`src/rtl/seq_scan_pkg.sv`:
```
// Shared definitions for the serial "0101" scan controller.
//   - One-hot controller states (IDLE/SHIFT/REPORT) and detector states (S0..S3),
//     both as raw localparams and as typed enums built on those codes.
//   - eff_len(): maps a requested scan length onto the legal range 1..max_len.
package seq_scan_pkg;

  localparam logic [2:0] IDLE   = 3'b001;
  localparam logic [2:0] SHIFT  = 3'b010;
  localparam logic [2:0] REPORT = 3'b100;

  localparam logic [3:0] S0 = 4'h1;
  localparam logic [3:0] S1 = 4'h2;
  localparam logic [3:0] S2 = 4'h4;
  localparam logic [3:0] S3 = 4'h8;

  typedef enum logic [2:0] {
    StIdle   = IDLE,
    StShift  = SHIFT,
    StReport = REPORT
  } ctrl_state_e;

  typedef enum logic [3:0] {
    DetS0 = S0,
    DetS1 = S1,
    DetS2 = S2,
    DetS3 = S3
  } det_state_e;

  // Zero and oversize requests both mean "scan the whole word".
  function automatic int unsigned eff_len(input int unsigned len, input int unsigned max_len);
    if (len == 0 || len > max_len) begin
      return max_len;
    end
    return len;
  endfunction

endpackage

```
`src/rtl/seq_scan_ctrl_if.sv`:
```
// Handshake bundle between a word producer / result consumer and seq_scan_ctrl.
//   in_valid/in_ready/in_data/in_len : word offer (producer -> controller)
//   out_valid/out_ready              : result handshake (controller -> consumer)
//   match_cnt/first_pos/found        : scan result, stable while out_valid
//   busy                             : controller is scanning or reporting
// Modports: master = producer/consumer side, slave = controller side.
interface seq_scan_ctrl_if #(
  parameter int unsigned DATA_W = 21,
  parameter int unsigned LEN_W  = 5,
  parameter int unsigned CNT_W  = 5
);

  logic              in_valid;
  logic              in_ready;
  logic [DATA_W-1:0] in_data;
  logic [LEN_W-1:0]  in_len;
  logic              out_valid;
  logic              out_ready;
  logic [CNT_W-1:0]  match_cnt;
  logic [CNT_W-1:0]  first_pos;
  logic              found;
  logic              busy;

  modport master (
    output in_valid, in_data, in_len, out_ready,
    input  in_ready, out_valid, match_cnt, first_pos, found, busy
  );

  modport slave (
    input  in_valid, in_data, in_len, out_ready,
    output in_ready, out_valid, match_cnt, first_pos, found, busy
  );

endinterface

```
`src/rtl/seq_det_0101.sv`:
```
// Serial Mealy detector for the bit sequence 0,1,0,1 (first bit first).
// Overlapping matches are detected: after a hit the machine keeps the trailing "01".
//   clk : clock          rst : synchronous active-high reset to S0
//   clr : return to S0 (wins over en)
//   en  : advance on sin this cycle
//   sin : serial input bit
//   hit : combinational, high when en && sin completes the pattern
module seq_det_0101
  import seq_scan_pkg::*;
(
  input  logic clk,
  input  logic rst,
  input  logic clr,
  input  logic en,
  input  logic sin,
  output logic hit
);

  det_state_e state_q, state_d;

  always_comb begin
    state_d = state_q;
    if (clr) begin
      state_d = DetS0;
    end else begin
      case (state_q)
        DetS0:   if (en) state_d = sin ? DetS0 : DetS1;
        DetS1:   if (en) state_d = sin ? DetS2 : DetS1;
        DetS2:   if (en) state_d = sin ? DetS0 : DetS3;
        DetS3:   if (en) state_d = sin ? DetS2 : DetS1;
        // Corrupted codes fall back to S0 regardless of en.
        default: state_d = DetS0;
      endcase
    end
  end

  assign hit = en && sin && (state_q == DetS3);

  always_ff @(posedge clk) begin
    if (rst) begin
      state_q <= DetS0;
    end else begin
      state_q <= state_d;
    end
  end

endmodule

```
`src/rtl/seq_scan_ctrl.sv`:
```
// Scan controller: accepts one word plus length, feeds it LSB-first into the
// "0101" detector one bit per clock, then reports the number of matches and
// the index of the bit that completed the first match.
//   clk : clock (posedge)     rst : synchronous active-high reset
//   bus : seq_scan_ctrl_if.slave
//         in_valid/in_ready/in_data/in_len  word input
//         out_valid/out_ready               result handshake
//         match_cnt/first_pos/found/busy    result and status
// Timing: accept cycle, then exactly L SHIFT cycles, then REPORT until out_ready.
module seq_scan_ctrl
  import seq_scan_pkg::*;
#(
  parameter int unsigned DATA_W = 21,
  parameter int unsigned LEN_W  = 5,
  parameter int unsigned CNT_W  = 5
) (
  input  logic           clk,
  input  logic           rst,
  seq_scan_ctrl_if.slave bus
);

  localparam logic [CNT_W-1:0] CntMax = '1;

  ctrl_state_e       state_q, state_d;
  logic [DATA_W-1:0] sreg_q, sreg_d;
  logic [LEN_W-1:0]  len_q, len_d;
  logic [LEN_W-1:0]  idx_q, idx_d;
  logic [CNT_W-1:0]  cnt_q, cnt_d;
  logic [CNT_W-1:0]  first_q, first_d;
  logic              found_q, found_d;
  logic [LEN_W-1:0]  len_eff;

  logic det_clr;
  logic det_en;
  logic det_hit;

  assign len_eff = LEN_W'(eff_len(32'(bus.in_len), DATA_W));

  seq_det_0101 u_det (
    .clk (clk),
    .rst (rst),
    .clr (det_clr),
    .en  (det_en),
    .sin (sreg_q[0]),
    .hit (det_hit)
  );

  always_comb begin
    state_d       = state_q;
    sreg_d        = sreg_q;
    len_d         = len_q;
    idx_d         = idx_q;
    cnt_d         = cnt_q;
    first_d       = first_q;
    found_d       = found_q;
    det_clr       = 1'b0;
    det_en        = 1'b0;
    bus.in_ready  = 1'b0;
    bus.out_valid = 1'b0;
    bus.busy      = 1'b0;

    case (state_q)
      StIdle: begin
        bus.in_ready = 1'b1;
        if (bus.in_valid) begin
          sreg_d  = bus.in_data;
          len_d   = len_eff;
          idx_d   = '0;
          cnt_d   = '0;
          first_d = '0;
          found_d = 1'b0;
          det_clr = 1'b1;
          state_d = StShift;
        end
      end

      StShift: begin
        bus.busy = 1'b1;
        det_en   = 1'b1;
        sreg_d   = sreg_q >> 1;
        idx_d    = idx_q + 1'b1;
        if (det_hit) begin
          if (cnt_q != CntMax) begin
            cnt_d = cnt_q + 1'b1;
          end
          if (!found_q) begin
            first_d = CNT_W'(idx_q);
            found_d = 1'b1;
          end
        end
        if (idx_q == len_q - 1'b1) begin
          state_d = StReport;
        end
      end

      StReport: begin
        bus.out_valid = 1'b1;
        bus.busy      = 1'b1;
        if (bus.out_ready) begin
          state_d = StIdle;
        end
      end

      default: state_d = StIdle;
    endcase
  end

  assign bus.match_cnt = cnt_q;
  assign bus.first_pos = first_q;
  assign bus.found     = found_q;

  always_ff @(posedge clk) begin
    if (rst) begin
      state_q <= StIdle;
      sreg_q  <= '0;
      len_q   <= '0;
      idx_q   <= '0;
      cnt_q   <= '0;
      first_q <= '0;
      found_q <= 1'b0;
    end else begin
      state_q <= state_d;
      sreg_q  <= sreg_d;
      len_q   <= len_d;
      idx_q   <= idx_d;
      cnt_q   <= cnt_d;
      first_q <= first_d;
      found_q <= found_d;
    end
  end

endmodule

```
`src/flat_wrapper.sv`:
```
// flat-port wrapper written by rule: the top's interface ports become plain ports
module seq_scan_ctrl_flat import seq_scan_pkg::*;
#(
  parameter int unsigned DATA_W = 21,
  parameter int unsigned LEN_W  = 5,
  parameter int unsigned CNT_W  = 5
)
  (clk, rst, bus_in_valid, bus_in_data, bus_in_len, bus_out_ready, bus_in_ready, bus_out_valid, bus_match_cnt, bus_first_pos, bus_found, bus_busy);
  seq_scan_ctrl_if #(.DATA_W(DATA_W), .LEN_W(LEN_W), .CNT_W(CNT_W)) bus_i ();
  input  logic clk;
  input  logic rst;
  input wire logic [$bits(bus_i.in_valid)-1:0] bus_in_valid;
  input wire logic [$bits(bus_i.in_data)-1:0] bus_in_data;
  input wire logic [$bits(bus_i.in_len)-1:0] bus_in_len;
  input wire logic [$bits(bus_i.out_ready)-1:0] bus_out_ready;
  output wire logic [$bits(bus_i.in_ready)-1:0] bus_in_ready;
  output wire logic [$bits(bus_i.out_valid)-1:0] bus_out_valid;
  output wire logic [$bits(bus_i.match_cnt)-1:0] bus_match_cnt;
  output wire logic [$bits(bus_i.first_pos)-1:0] bus_first_pos;
  output wire logic [$bits(bus_i.found)-1:0] bus_found;
  output wire logic [$bits(bus_i.busy)-1:0] bus_busy;
  assign bus_i.in_valid = bus_in_valid;
  assign bus_i.in_data = bus_in_data;
  assign bus_i.in_len = bus_in_len;
  assign bus_i.out_ready = bus_out_ready;
  assign bus_in_ready = bus_i.in_ready;
  assign bus_out_valid = bus_i.out_valid;
  assign bus_match_cnt = bus_i.match_cnt;
  assign bus_first_pos = bus_i.first_pos;
  assign bus_found = bus_i.found;
  assign bus_busy = bus_i.busy;
  seq_scan_ctrl #(.DATA_W(DATA_W), .LEN_W(LEN_W), .CNT_W(CNT_W)) u_core (.clk(clk), .rst(rst), .bus(bus_i));
endmodule
```
`config.mk`:
```
export PLATFORM = sky130hd
export DESIGN_NAME = seq_scan_ctrl_flat
export DESIGN_NICKNAME = d
export VERILOG_FILES = /design/src/rtl/seq_scan_pkg.sv /design/src/rtl/seq_scan_ctrl_if.sv /design/src/rtl/seq_det_0101.sv /design/src/rtl/seq_scan_ctrl.sv /design/src/flat_wrapper.sv
export SDC_FILE = /design/constraint.sdc
export NUM_CORES = 1
export LEC_CHECK = 0
export CAP_MARGIN = 30
export CORE_MARGIN = 3
export CORE_UTILIZATION = 50
export DETAILED_ROUTE_END_ITERATION = 8
export PLACE_DENSITY = 0.89
export SLEW_MARGIN = 20
export SYNTH_ARGS = -nofsm -noshare
export SYNTH_HDL_FRONTEND = slang
export SYNTH_HIERARCHICAL = 1
export SYNTH_SLANG_ARGS = --single-unit
```
`constraint.sdc`:
```
create_clock -name clk -period 3 [get_ports clk]
set_input_delay 0.75 -clock clk [delete_from_list [all_inputs] [get_ports clk]]
set_output_delay 0.75 -clock clk [all_outputs]
set_load 0.01 [all_outputs]
```
# Yosys cells after proc, flatten, opt, wreduce, memory -nomap -nowiden
# Cells that the tools add are included.
[word_totals] reg_bits=49 in_bits=30 out_inout_bits=14 elab_cells=78
[op_classes] add_sub_neg=3 n_lt_le_gt_ge=1 eq_ne=18 n_mux=33 n_reduce_logical=15
[op_table] cell="one-hot mux 21 bit (2 select lines)" n=1
[op_table] cell="two-way mux 5 bit" n=7
[op_table] cell="one-hot mux 5 bit (2 select lines)" n=3
[op_table] cell="two-way mux 21 bit" n=1
[op_table] cell="two-way mux 4 bit" n=4
[op_table] cell="two-way mux 3 bit" n=4
[op_table] cell="one-hot mux 4 bit (3 select lines)" n=1
[op_table] cell="adder 5 x 1 -> 5 bit, second input constant" n=2
[op_table] cell="!= test 2 bit, second input constant" n=5
[op_table] cell="two-way mux 1 bit" n=9
[op_table] cell="one-hot mux 3 bit (3 select lines)" n=1
[op_table] cell="AND reduction 3 bit" n=3
[op_table] cell="!= test 2 x 1 -> 1 bit, second input constant" n=4
[op_table] cell="AND reduction 4 bit" n=2
[op_table] cell="OR reduction 2 bit" n=3
[op_table] cell="== test 5 bit" n=1
[op_table] cell="> comparator 5 bit, second input constant" n=1
[op_table] cell="zero test 5 bit" n=1
[op_table] cell="!= test 5 bit, second input constant" n=1
[op_table] cell="subtractor 5 x 1 -> 5 bit, second input constant" n=1
[op_table] cell="== test 4 x 1 -> 1 bit, second input constant" n=1
[op_table] cell="== test 4 x 2 -> 1 bit, second input constant" n=1
[op_table] cell="== test 4 x 3 -> 1 bit, second input constant" n=1
[op_table] cell="== test 4 bit, second input constant" n=1
[op_table] cell="other kinds (9)" n=11

# Longest topological paths before layout
[depth] word_depth=6 depth_mapped=10 depth_no_buf=8

# Hierarchy
# Netlist, hierarchy kept.
[by_module_without_submodules] module="seq_scan_ctrl" instances=1 cells_each=240 area_each_um2=2064.5 seq_area_each_um2=900.9
[by_module_without_submodules] module="seq_det_0101" instances=1 cells_each=34 area_each_um2=316.6 seq_area_each_um2=80.1

# Worst setup path before layout
# Ideal clock, no wire load.
[synth_timing] kind="register to register" from="register u_core.state_q[1]" to="register u_core.first_q[0], in the netlist u_core/bus.first_pos[0]" setup_time_ns=0.129 t_arrival_ns=2.444 t_required_ns=2.871 setup_slack_ns=0.428 path_stages_with_launch=11 path_buffers=2 period_less_slack_ns=2.572 cell_sequence="dfxtp_1 > or3b_1 > buf_6 > inv_4 > buf_4 > nand2_1 > nor4_1 > nand4bb_1 > a21oi_1 > mux2i_1 > nor2_1"
[synth_between] elab_chain_cells=6 word_cells_on_any_way=11 cone_classes="eq/ne (5); mux (2); reduce/logical (4)"
[synth_rtl] item="start: declaration" line_no="seq_scan_ctrl.sv:24" source="ctrl_state_e state_q, state_d;"
[synth_rtl] item="start signal: assignment" line_no="seq_scan_ctrl.sv:114" source="state_q <= StIdle;"
[synth_rtl] item="start signal: assignment" line_no="seq_scan_ctrl.sv:122" source="state_q <= state_d;"
[synth_rtl] item="== test 3 x 2 -> 1 bit" line_no="seq_scan_ctrl.sv:62" source="case (state_q)"
[synth_rtl] item="two-way mux 1 bit" line_no="seq_scan_ctrl.sv:62"
[synth_rtl] item="net u_core.det_en" line_no="seq_scan_ctrl.sv:34" source="logic det_en;"
[synth_rtl] item="logical AND 1 bit (2 in a row)" line_no="seq_det_0101.sv:37" source="assign hit = en && sin && (state_q == DetS3);"
[synth_rtl] item="net u_core.det_hit" line_no="seq_scan_ctrl.sv:35" source="logic det_hit;"
[synth_rtl] item="!= test 2 x 1 -> 1 bit (no source line)"
[synth_rtl] item="AND reduction 4 bit (no source line)"
[synth_rtl] item="end signal: assignment" line_no="seq_scan_ctrl.sv:127" source="first_q <= first_d;"
[synth_rtl] item="end: declaration" line_no="seq_scan_ctrl.sv:29" source="logic [CNT_W-1:0] first_q, first_d;"
# The timed path passes the listed nets, and every way through them passes these cells.
# A chain may end at the register's enable or synchronous reset.

# Final worst setup path
[layout_timing] from="register u_core.state_q[1]" to="output port bus_busy"
[layout_between] elab_chain_cells=3 word_cells_on_any_way=4 cone_classes="eq/ne (2); mux (1); reduce/logical (1)"
[layout_rtl] item="== test 3 x 2 -> 1 bit / == test 3 bit (equally long branches)" line_no="seq_scan_ctrl.sv:62"
[layout_rtl] item="OR reduction 2 bit (no source line) *"
[layout_rtl] item="two-way mux 1 bit *" line_no="seq_scan_ctrl.sv:62"
[layout_rtl] item="end: declaration" line_no="flat_wrapper.sv:21" source="output wire logic [$bits(bus_i.busy)-1:0] bus_busy;"
# Every way passes the cells marked *; elsewhere a longest branch is shown, timed or not.

==> impl_metrics.py <==
metrics = {
    "synth": {
        "synth_cell_types": 54,
        "synth_ff_type": "dfxtp_1",
        "synth-edff-count": 0,
        "syn_area_um2": 2380,
        "synthCells": 274,
        "avgSynthCellArea_um2": 8.69,
        "synthArstFlopShare_pct": 0,
        "yosysWarnings": 6,
        "synth.net_count": 308,
        "yosysSeqAreaShare_pct": 41.2,
        "synth_seq_cells": 49,
    },
    "flow_run": {
        "maxCapViolCount": 0,
    },
    "place": {
        "dp_hpwl_um": 3540,
        "portBuffers": 43,
        "pre_cts_ws_ps": 276,
        "gp_congestion": 0.806,
    },
    "setup_path": {
        "cp-start-kind": "flip-flop",
        "required_ps": 2250,
        "critPathKind": "reg2out",
        "worstSetupEndpointType": "output port",
        "critPathMaxFanout": 23,
        "reg2reg_depth": 8,
        "arrival_ps": 2110,
    },
    "global_routing": {
        "antenna_found_initial": 0,
        "grt_pass1_vias": 1878,
        "grt_pass1_wl_um": 8450,
        "grt_util_all_layers_pct": 19.2,
        "grt-ovfl-total": 0,
        "grt_max_degree": 29,
    },
    "drt": {
        "drtAntennaViolNets": 0,
        "vias": 2127,
        "avgRoutedWirePerCell_um": 14.0,
        "remaining_drc_errors": 0,
        "drt-total-wl_um": 5080,
        "vias_per_cell": 5.84,
        "drt_iter0_drc": 102,
        "dr.pass1.iters": 4,
    },
    "power_and_ir_drop": {
        "seqPwrFrac_pct": 48.3,
        "switchingPower_mw": 0.355,
        "peakVddDrop_mv": 0.291,
        "clkPwrFrac_pct": 37.5,
        "internal_power_mw": 1.13,
        "p_sw_share_pct": 24.0,
        "p_leak_nw": 1.13,
        "combPwrFrac_pct": 14.2,
        "p_per_area_nw_per_um2": 500,
    },
    "die": {
        "dieHeight_um": 75.0,
        "initial_utilization_pct": 53.2,
        "die_w_um": 75.0,
        "die_area_um2": 5630,
        "io_pins": 44,
        "coreArea_um2": 4470,
        "num_rows": 24,
    },
    "worst_hold_path": {
        "hold_path_depth": 2,
        "hp-class": "reg2reg",
    },
    "clock_tree": {
        "cts_root_buf": "clkbuf_8",
        "clk_pin_slew_worst_paths_ps": 90,
        "htreeDepth": 2,
        "cts_buffers": 5,
        "clock-sinks": 49,
        "post-cts-setup-buffer-count": 0,
        "clock_path_buffers": 2,
        "worstSkewPairLatency_ps": 300,
        "cts_tree": "built",
    },
    "final_layout": {
        "layout-drive-gt1-share_pct": 8.97,
        "num_antenna_cells": 0,
        "area_growth_pct": 24.4,
        "final_nets": 345,
        "nFillCells": 352,
        "layout_commonest_cell": "dfxtp_1",
        "mostFrequentLayoutCells": "49 x dfxtp_1, 43 x clkdlybuf4s50_1, 39 x nor2_1",
    },
    "sta": {
        "hold_viol_final": 0,
        "rsz0062_at_grt": "no",
        "setup_slack_ps": 140,
        "finalMaxSlewViolations": 0,
        "skew_ps": 4.74,
        "post-route-period-util_pct": 95.3,
        "setup_viol": 0,
        "tightest_slew_ps": 538,
        "max-slew-margin-rel_pct": 64.0,
        "finalCriticalPeriod_ps": 2860,
        "fmax_ghz": 0.350,
        "tns_ps": 0,
    },
    "status": {
        "outcome": "finished clean",
    },
}
[power by group through the flow]
stage,logic [mW],registers [mW],clock network (mW)
after global routing,0.234,0.720,0.589
after CTS,0.210,0.714,0.559
after floorplan,0.138,0.720,0
after global placement,0.202,0.727,0
final,0.210,0.714,0.555
after detailed placement,0.209,0.728,0
[worst max-delay path, stage by stage, from the launching register on]
cell and delay [ps]:
dfxtp_1 480, or3b_1 440, inv_4 220, or2_2 150, clkdlybuf4s50_1 530
[area by class of cell]
class / count / area, um^2 / area share [%]
Sequential cell: 49 / 981 / 33.1
Timing Repair Buffer: 51 / 490 / 16.6
Clock inverter: 3 / 65.1 / 2.20
Clock buffer: 5 / 68.8 / 2.32
Multi-Input combinational cell: 196 / 1260 / 42.5
Tap cell: 52 / 65.1 / 2.20
Inverter: 8 / 32.5 / 1.10
[final timing paths]
kind / startpoint / to / slack [ps]
hold / removal: u_core/bus.first_pos[2]$_SDFFE_PP0P_ / u_core/bus.first_pos[2]$_SDFFE_PP0P_ / 490
setup / recovery: u_core/state_q[1]$_SDFFE_PP0P_ / bus_busy / 140
hold reg to reg: u_core/bus.first_pos[2]$_SDFFE_PP0P_ / u_core/bus.first_pos[2]$_SDFFE_PP0P_ / 490
setup reg to reg: u_core/state_q[1]$_SDFFE_PP0P_ / u_core/bus.match_cnt[0]$_SDFFE_PP0P_ / 330
[synthesized netlist by cell type (all sizes together), types with 2 or more instances]
| master | instances | area share [%] |
|---|---|---|
| inv | 8 | 1.4 |
| a311oi | 2 | 1.0 |
| o22ai | 20 | 5.3 |
| xor2 | 2 | 0.74 |
| nor4b | 3 | 1.6 |
| nor2b | 3 | 0.79 |
| nor3 | 32 | 6.7 |
| nand4 | 2 | 0.79 |
| o21ai | 3 | 0.63 |
| nand2b | 6 | 1.9 |
| ha | 4 | 2.1 |
| and2 | 6 | 1.6 |
| mux2i | 10 | 4.2 |
| nand3b | 3 | 0.95 |
| or2 | 2 | 0.53 |
| nand3 | 4 | 0.84 |
| nand2 | 4 | 0.63 |
| xnor2 | 7 | 2.6 |
| o211ai | 2 | 0.63 |
| nor2 | 41 | 6.7 |
| nor4 | 4 | 1.3 |
| nor3b | 3 | 0.95 |
| buf | 13 | 3.4 |
| a211oi | 3 | 0.95 |
| dfxtp | 49 | 41 |
| and3 | 2 | 0.53 |
| a21oi | 11 | 2.3 |
| nand4bb | 3 | 1.4 |
| clkbuf | 8 | 1.3 |
[routing by layer]
layer / up-vias / share of wire [%] / track usage (%)
met1: 1005 / 44 / 25.1
li1: 1055 / - / -
met5: - / 0 / 0
met2: 63 / 50 / 32.1
met3: 4 / 5.4 / 4.41
met4: 0 / 0.45 / 4.55
[metrics by stage]
| step | total power, mW | instances | util [%] | hold WS [ps] | instance area, um^2 |
|---|---|---|---|---|---|
| after floorplan | 0.858 | 274 | - | 445 | 2380 |
| after global placement | 0.929 | 356 | 63.1 | 459 | 2830 |
| after detailed placement | 0.937 | 356 | 63.1 | 475 | 2830 |
| after CTS | 1.48 | 364 | 66.1 | 488 | 2960 |
| after global routing | 1.54 | 364 | 66.2 | 507 | 2960 |
| final | 1.48 | 364 | 66.2 | 487 | 2960 |
[registers in the layout (all words and copies together), names as in the netlist]
register              flops
u_core/sreg_q            21
u_core/idx_q              5
u_core/bus.found          1
u_core/bus.first_pos      5
u_core/state_q            3
u_core/bus.match_cnt      5
u_core/len_q              5
u_core/u_det/state_q      4
[kinds of logic after synthesis]
kind of cell	share of synthesized area, %
buffers and inverters	6.04
adders and majority gates	2.10
AOI/OAI and AO/OA	13.1
xor gates and xnor gates	3.31
DFF	41.2
and+or+nand+nor	29.4
muxes	4.83
[timing repair]
item                                    CTS  global route
hold buffers                              0             0
gates resized for setup                   0             1
endpoints found under the setup margin    0             3
Power figures use the tool's default switching activity.
